`config.mk`:
```
export PLATFORM = sky130hd
export DESIGN_NAME = fpu_arbiter
export DESIGN_NICKNAME = d
export VERILOG_FILES = /design/src/rtl/fpu_arbiter_pkg.sv /design/src/rtl/fpu_arbiter_rr_arbiter.sv /design/src/rtl/fpu_arbiter.sv
export SDC_FILE = /design/constraint.sdc
export NUM_CORES = 1
export LEC_CHECK = 0
export ABC_AREA = 1
export BUFFER_PORTS_ARGS = -buffer_cell sky130_fd_sc_hd__buf_2
export CORE_AREA = 3 3 161 163
export DETAILED_ROUTE_END_ITERATION = 6
export DIE_AREA = 0 0 164 166
export SYNTH_ARGS = -nofsm -noshare
export SYNTH_HDL_FRONTEND = slang
export SYNTH_SLANG_ARGS = --single-unit
```
`constraint.sdc`:
```
create_clock -name CLK -period 7.3 [get_ports CLK]
set_input_delay 0.365 -clock CLK [delete_from_list [all_inputs] [get_ports CLK]]
set_output_delay 0.365 -clock CLK [all_outputs]
set_load 0.05 [all_outputs]
```
`src/rtl/fpu_arbiter_pkg.sv`:
```
// Shared definitions for fpu_arbiter: op encoding, FSM states, IEEE754 packed operand macro, canonical NaN.
// The optional WAIT timeout in fpu_arbiter is enabled by defining FPU_ARB_TIMEOUT_EN.
`ifndef FPU_ARB_IEEE754_DEFINED
`define FPU_ARB_IEEE754_DEFINED
`define IEEE754(nx, nm) struct packed { logic sign; logic [(nx)-1:0] exp; logic [(nm)-1:0] mant; }
`endif

package fp;
   typedef enum logic [1:0] {ADD = 2'd0, SUB = 2'd1, MUL = 2'd2, DIV = 2'd3} fpu_op_e;
   typedef enum logic [1:0] {IDLE, ISSUE, WAIT, RESP} arb_state_e;

   localparam int MAX_W = 64;

   // Quiet NaN: sign 0, exponent all ones, only the mantissa MSB set.
   function automatic logic [MAX_W-1:0] canonical_nan(input int nx, input int nm);
      logic [MAX_W-1:0] r;
      r = ((MAX_W'(1) << nx) - MAX_W'(1)) << nm;
      r = r | (MAX_W'(1) << (nm - 1));
      return r;
   endfunction
endpackage

```
`src/rtl/fpu_arbiter_rr_arbiter.sv`:
```
// Round-robin request picker: grants the first set request at or above ptr, wrapping past NREQ-1.
module rr_arbiter #(
   parameter int NREQ = 4
) (
   input  logic [NREQ-1:0]         req,
   input  logic [$clog2(NREQ)-1:0] ptr,
   output logic [NREQ-1:0]         grant,
   output logic                    valid
);
   localparam int PW = $clog2(NREQ);

   logic [PW:0]   sum;
   logic [PW-1:0] idx;

   always_comb begin
      grant = '0;
      valid = 1'b0;
      sum   = '0;
      idx   = '0;
      for (int i = 0; i < NREQ; i++) begin
         sum = {1'b0, ptr} + (PW+1)'(i);
         if (sum >= (PW+1)'(NREQ)) sum = sum - (PW+1)'(NREQ);
         idx = sum[PW-1:0];
         if (!valid && req[idx]) begin
            grant[idx] = 1'b1;
            valid      = 1'b1;
         end
      end
   end
endmodule

```
`src/rtl/fpu_arbiter.sv`:
```
// Shares one FPU among NREQ requesters, one operation in flight, round-robin fairness.
// Define FPU_ARB_TIMEOUT_EN to bound WAIT by TIMEOUT cycles (answers with a quiet NaN and pulses ERR).
module fpu_arbiter
   import fp::*;
#(
   parameter  int NREQ    = 4,
   parameter  int NX      = 8,
   parameter  int NM      = 23,
   parameter  int TIMEOUT = 64,
   localparam int W       = 1 + NX + NM
) (
   input  logic              CLK,
   input  logic              RST_N,
   input  logic [NREQ-1:0]   REQ_VALID,
   input  logic [2*NREQ-1:0] REQ_OP,
   input  logic [W*NREQ-1:0] REQ_A,
   input  logic [W*NREQ-1:0] REQ_B,
   output logic [NREQ-1:0]   REQ_READY,
   output logic [NREQ-1:0]   RSP_VALID,
   output logic [W-1:0]      RSP_DATA,
   output logic              FPU_VALID,
   output logic [1:0]        FPU_OP,
   output logic [W-1:0]      FPU_A,
   output logic [W-1:0]      FPU_B,
   input  logic              FPU_DONE,
   input  logic [W-1:0]      FPU_RES,
   output logic              BUSY,
`ifdef FPU_ARB_TIMEOUT_EN
   output logic              ERR,
`endif
   output arb_state_e        DBG_STATE
);
   localparam int PW = $clog2(NREQ);

   typedef `IEEE754(NX, NM) operand_t;

   // Handshake: REQ_READY[g] is a one-cycle accept while IDLE; the requester's op/operands are taken
   // that cycle. FPU_VALID pulses once per op; FPU_DONE counts only in WAIT; RSP_VALID[g] pulses once.
   arb_state_e      state_q, state_d;
   logic [PW-1:0]   ptr_q, ptr_d;
   logic [PW-1:0]   gidx_q, gidx_d;
   fpu_op_e         op_q, op_d;
   operand_t        a_q, a_d, b_q, b_d;
   logic [W-1:0]    rsp_data_q, rsp_data_d;
   logic [NREQ-1:0] rsp_valid_q, rsp_valid_d;
   logic            fpu_valid_q, fpu_valid_d;
   logic            busy_q, busy_d;

   logic [NREQ-1:0] grant;
   logic            grant_valid;
   logic [PW-1:0]   grant_idx;

`ifdef FPU_ARB_TIMEOUT_EN
   localparam int          CW   = $clog2(TIMEOUT + 1);
   localparam logic [W-1:0] QNAN = W'(canonical_nan(NX, NM));
   logic [CW-1:0] wait_cnt_q, wait_cnt_d;
   logic          err_q, err_d;
`else
   localparam int UNUSED_TIMEOUT = TIMEOUT;
`endif

   rr_arbiter #(.NREQ(NREQ)) u_rr (
      .req   (REQ_VALID),
      .ptr   (ptr_q),
      .grant (grant),
      .valid (grant_valid)
   );

   always_comb begin
      grant_idx = '0;
      for (int i = 0; i < NREQ; i++)
         if (grant[i]) grant_idx = PW'(i);
   end

   always_comb begin
      state_d    = state_q;
      ptr_d      = ptr_q;
      gidx_d     = gidx_q;
      op_d       = op_q;
      a_d        = a_q;
      b_d        = b_q;
      rsp_data_d = rsp_data_q;
`ifdef FPU_ARB_TIMEOUT_EN
      err_d      = 1'b0;
      wait_cnt_d = (state_q == WAIT) ? wait_cnt_q + 1'b1 : '0;
`endif
      unique case (state_q)
         IDLE: if (grant_valid) begin
            gidx_d  = grant_idx;
            op_d    = fpu_op_e'(REQ_OP[2*int'(grant_idx) +: 2]);
            a_d     = operand_t'(REQ_A[W*int'(grant_idx) +: W]);
            b_d     = operand_t'(REQ_B[W*int'(grant_idx) +: W]);
            state_d = ISSUE;
         end
         ISSUE: state_d = WAIT;
         WAIT: if (FPU_DONE) begin
            rsp_data_d = FPU_RES;
            state_d    = RESP;
         end
`ifdef FPU_ARB_TIMEOUT_EN
         else if (wait_cnt_q == CW'(TIMEOUT - 1)) begin
            rsp_data_d = QNAN;
            err_d      = 1'b1;
            state_d    = RESP;
         end
`endif
         RESP: begin
            ptr_d   = (gidx_q == PW'(NREQ - 1)) ? '0 : gidx_q + 1'b1;
            state_d = IDLE;
         end
      endcase
      fpu_valid_d = (state_d == ISSUE);
      busy_d      = (state_d != IDLE);
      rsp_valid_d = (state_d == RESP) ? (NREQ'(1) << gidx_d) : '0;
   end

   always_ff @(posedge CLK or negedge RST_N) begin
      if (!RST_N) begin
         state_q     <= IDLE;
         ptr_q       <= '0;
         gidx_q      <= '0;
         op_q        <= ADD;
         a_q         <= '0;
         b_q         <= '0;
         rsp_data_q  <= '0;
         rsp_valid_q <= '0;
         fpu_valid_q <= 1'b0;
         busy_q      <= 1'b0;
`ifdef FPU_ARB_TIMEOUT_EN
         wait_cnt_q  <= '0;
         err_q       <= 1'b0;
`endif
      end else begin
         state_q     <= state_d;
         ptr_q       <= ptr_d;
         gidx_q      <= gidx_d;
         op_q        <= op_d;
         a_q         <= a_d;
         b_q         <= b_d;
         rsp_data_q  <= rsp_data_d;
         rsp_valid_q <= rsp_valid_d;
         fpu_valid_q <= fpu_valid_d;
         busy_q      <= busy_d;
`ifdef FPU_ARB_TIMEOUT_EN
         wait_cnt_q  <= wait_cnt_d;
         err_q       <= err_d;
`endif
      end
   end

   // The accept is combinational on REQ_VALID, so it is also held off while reset is asserted.
   assign REQ_READY = (state_q == IDLE && RST_N) ? grant : '0;
   assign RSP_VALID = rsp_valid_q;
   assign RSP_DATA  = rsp_data_q;
   assign FPU_VALID = fpu_valid_q;
   assign FPU_OP    = op_q;
   assign FPU_A     = a_q;
   assign FPU_B     = b_q;
   assign BUSY      = busy_q;
   assign DBG_STATE = state_q;
`ifdef FPU_ARB_TIMEOUT_EN
   assign ERR       = err_q;
`endif
endmodule
```
==> metrics.md <==
| Metric | Value |
|---|---|
| Critical path data arrival time | 4560 ps |
| Die Y-Extent | 166 um |
| Layout net count | 1946 |
| HPWL Detailed | 22500 um |
| Hold buffers post-CTS | 0 |
| Final ANT Viol Nets | 0 |
| CP max stage delay | 700 ps |
| Max-Cap Viols | 0 |
| Initial antenna violation count | 3 |
| Share of the synthesized area in the top cell type | 0.342 |
| Clock net sink count | 110 |
| DRT Wirelength | 32200 um |
| Top cells by count, synth | nand2_1, nand3_1, inv_1 |
| Setup bufs post-CTS | 0 |
| Cells after Synth | 1284 |
| Synth async-reset ratio | 1.00 |
| Worst min path class | in -> async |
| Critical path, cell by cell | inv_2, ha_1, inv_1, nand3_1, nand2_1, nand2_2, nor2_4, nand3_4, nand2_1, nand2_4, buf_4, nand3_1, nand2_1, nand2_1, nand2_1, nand2_1 |
| WL/cell | 16.4 um |
| Cell with the most instances after synthesis | nand2_1 |
| Routability cong. | 0.833 |
| Reg2reg setup slack | 3040 ps |
| Clk buf depth | 2 |
| TritonCTS clock tree | done |
| Port Buf Inserts | 412 |
| Most frequent CP cell | nand2_1 |
| I/O pin cnt | 413 |
| Max Used Layer | met5 |
| Slew at the pin closest to its max-slew limit | 933 ps |
| Clock Latency Late Sink | 360 ps |
| Vias in the first global route | 9054 |
| Clk slew on worst S/H paths | 90 ps |
| DRT iter0 DRCs | 634 |
| Syn_area_per_cell | 6.27 um^2 |
| Die area | 27200 um^2 |
| Post-synth top area cell | dfrtp_1 |
| Worst-path fanout max | 73 |
| Critical path launch point type | flip-flop |
| Largest cells by area after synthesis | dfrtp_1, nand2_1, nand3_1 |
| Met2 routed wirelength | 15500 um |
| Residual DRC count | 0 |
| Yosys warning total | 0 |
| Highest clock rate | 0.235 GHz |
| CP Buf/Inv Count | 3 |
| RSZ-0062 raised after global routing | no |
| CP max-delay cell | nand3_4 |
| Pin count of the biggest net entering global routing | 74 |
| Status | finished clean |
| Mapped Nets | 1598 |
| Post-Route Skew | 17.2 ps |
| Core Util, Final | 0.430 |
| Wire length on met1 | 13300 um |
| Layout cells sized above 1 | 0.301 |
| Num rows | 57 |
| First-pass GRT wire length | 49100 um |
| Final Setup Violations | 0 |
| Fin crit share | 0.583 |
| Vias/cell | 4.76 |
| Cell Area, Synth | 8050 um^2 |
| Top_reg_cell synth | dfrtp_1 |
| Endpoints failing hold | 0 |
| Final Slew Violations | 0 |
| Vias | 9356 |
| Minimum clock period | 4260 ps |
| Total Routing Usage GR | 0.228 |
| DP Area | 10200 um^2 |
| Number of flops mapped to enable cells by yosys | 0 |
| Slew headroom | 0.378 |
| CP Class | reg -> reg |
| Total gr overflow | 0 |
| Delay-heaviest family, CP | simple AND/OR/NAND/NOR gates |
| #FFs+latches synth | 110 |
| CTS root buf | clkbuf_16 |
| Netlist cell types | 27 |
| Req. time, crit path | 7600 ps |
| Detailed Routing Iterations Pass 1 | 7 |
| Hold_ws | 0.745 ps |
| Synth-to-Final Area Change | 30.6% |
| Core region area | 24500 um^2 |
| Initial Util | 0.329 |
| Post-CTS Resized | 0 |
| Setup TNS Final | 0 ps |
| Crit end category | flip-flop |
| CTS Buf Count | 9 |
| Htree depth | 3 |
| Final Instance Area | 10500 um^2 |
| Sequential share of the synthesized area | 0.342 |
| Die width | 164 um |
| Met3 WL | 2570 um |
==> worst paths after layout <==
kind / from / end / depth (start not counted)
max: ptr_q[0]$_DFFE_PN0N_ / FPU_B[5]$_DFFE_PN0P_ / 16
min: RST_N / FPU_B[14]$_DFFE_PN0P_ / 1
max reg2reg: ptr_q[0]$_DFFE_PN0N_ / FPU_B[5]$_DFFE_PN0P_ / 16
min reg2reg: FPU_A[3]$_DFFE_PN0P_ / FPU_A[3]$_DFFE_PN0P_ / 2
max in group asynchronous: RST_N / FPU_A[1]$_DFFE_PN0P_ / 2
min in group CLK: FPU_RES[17] / RSP_DATA[17]$_DFFE_PN0P_ / 2
==> flip-flops by register name (all words and copies together) (netlist names) <==
register,flops
RSP_VALID,4
ptr_q,2
FPU_OP,2
DBG_STATE,2
FPU_B,32
FPU_A,32
BUSY,1
FPU_VALID,1
gidx_q,2
RSP_DATA,32
==> kinds of logic (layout without fill, tap and decap cells) <==
group / after synthesis / in the layout / share of synthesized area
muxes: 32 / 32 / 0.0448
other: 0 / 3 / 0
AOI/OAI and AO/OA: 141 / 141 / 0.0896
buffers and inverters: 240 / 593 / 0.128
DFF: 110 / 110 / 0.342
adders and majority gates: 11 / 11 / 0.0171
and+or+nand+nor: 750 / 750 / 0.378
==> cells in the final DEF (no fill, tap or decap), types with 2 or more instances in the layout <==
| cell | n |
|---|---|
| nor3_1 | 2 |
| nand2_2 | 5 |
| inv_6 | 2 |
| a21oi_1 | 134 |
| mux2_2 | 32 |
| buf_2 | 411 |
| diode_2 | 3 |
| nand2_1 | 439 |
| clkbuf_16 | 9 |
| inv_1 | 147 |
| clkinv_1 | 2 |
| nor2_4 | 5 |
| dfrtp_1 | 110 |
| clkinv_8 | 2 |
| nand3_1 | 148 |
| ha_1 | 11 |
| inv_2 | 4 |
| nor2_1 | 145 |
| nor2_2 | 2 |
| buf_4 | 13 |
==> metrics by stage <==
step,worst slack (ps),cells
detailed placement,3070,1945
finish,3040,1964
CTS,3040,1961
global placement,3090,1945
global route,2570,1963
floorplan,4240,1284
==> routing by layer <==
metal / vias to the layer above / track usage
li1: 4668 / -
met1: 4225 / 0.288
met2: 410 / 0.388
met3: 51 / 0.0489
met4: 2 / 0.0736
met5: - / 0
==> cell type report <==
cell class | instances | area (um^2)
fillers | 2697 | 13900
multi-input cells | 934 | 4310
flip-flops and latches | 110 | 2750
repair buffers | 424 | 2150
inverters | 153 | 574
well taps | 324 | 405
clock buffers | 9 | 225
clock inverters | 7 | 86.3
diodes | 3 | 7.51
==> worst reg2reg max path: stages, from the launching register on <==
cell and delay (ps):
dfrtp_1 520, inv_2 170, ha_1 370, inv_1 100, nand3_1 80, nand2_1 140
nand2_2 110, nor2_4 160, nand3_4 700, nand2_1 390, nand2_4 390, buf_4 570
nand3_1 230, nand2_1 80, nand2_1 80, nand2_1 50, nand2_1 70
Power is left out: the tool's default activity adds up to more than one toggle a clock period on the data nets, which glitch-free logic cannot reach.
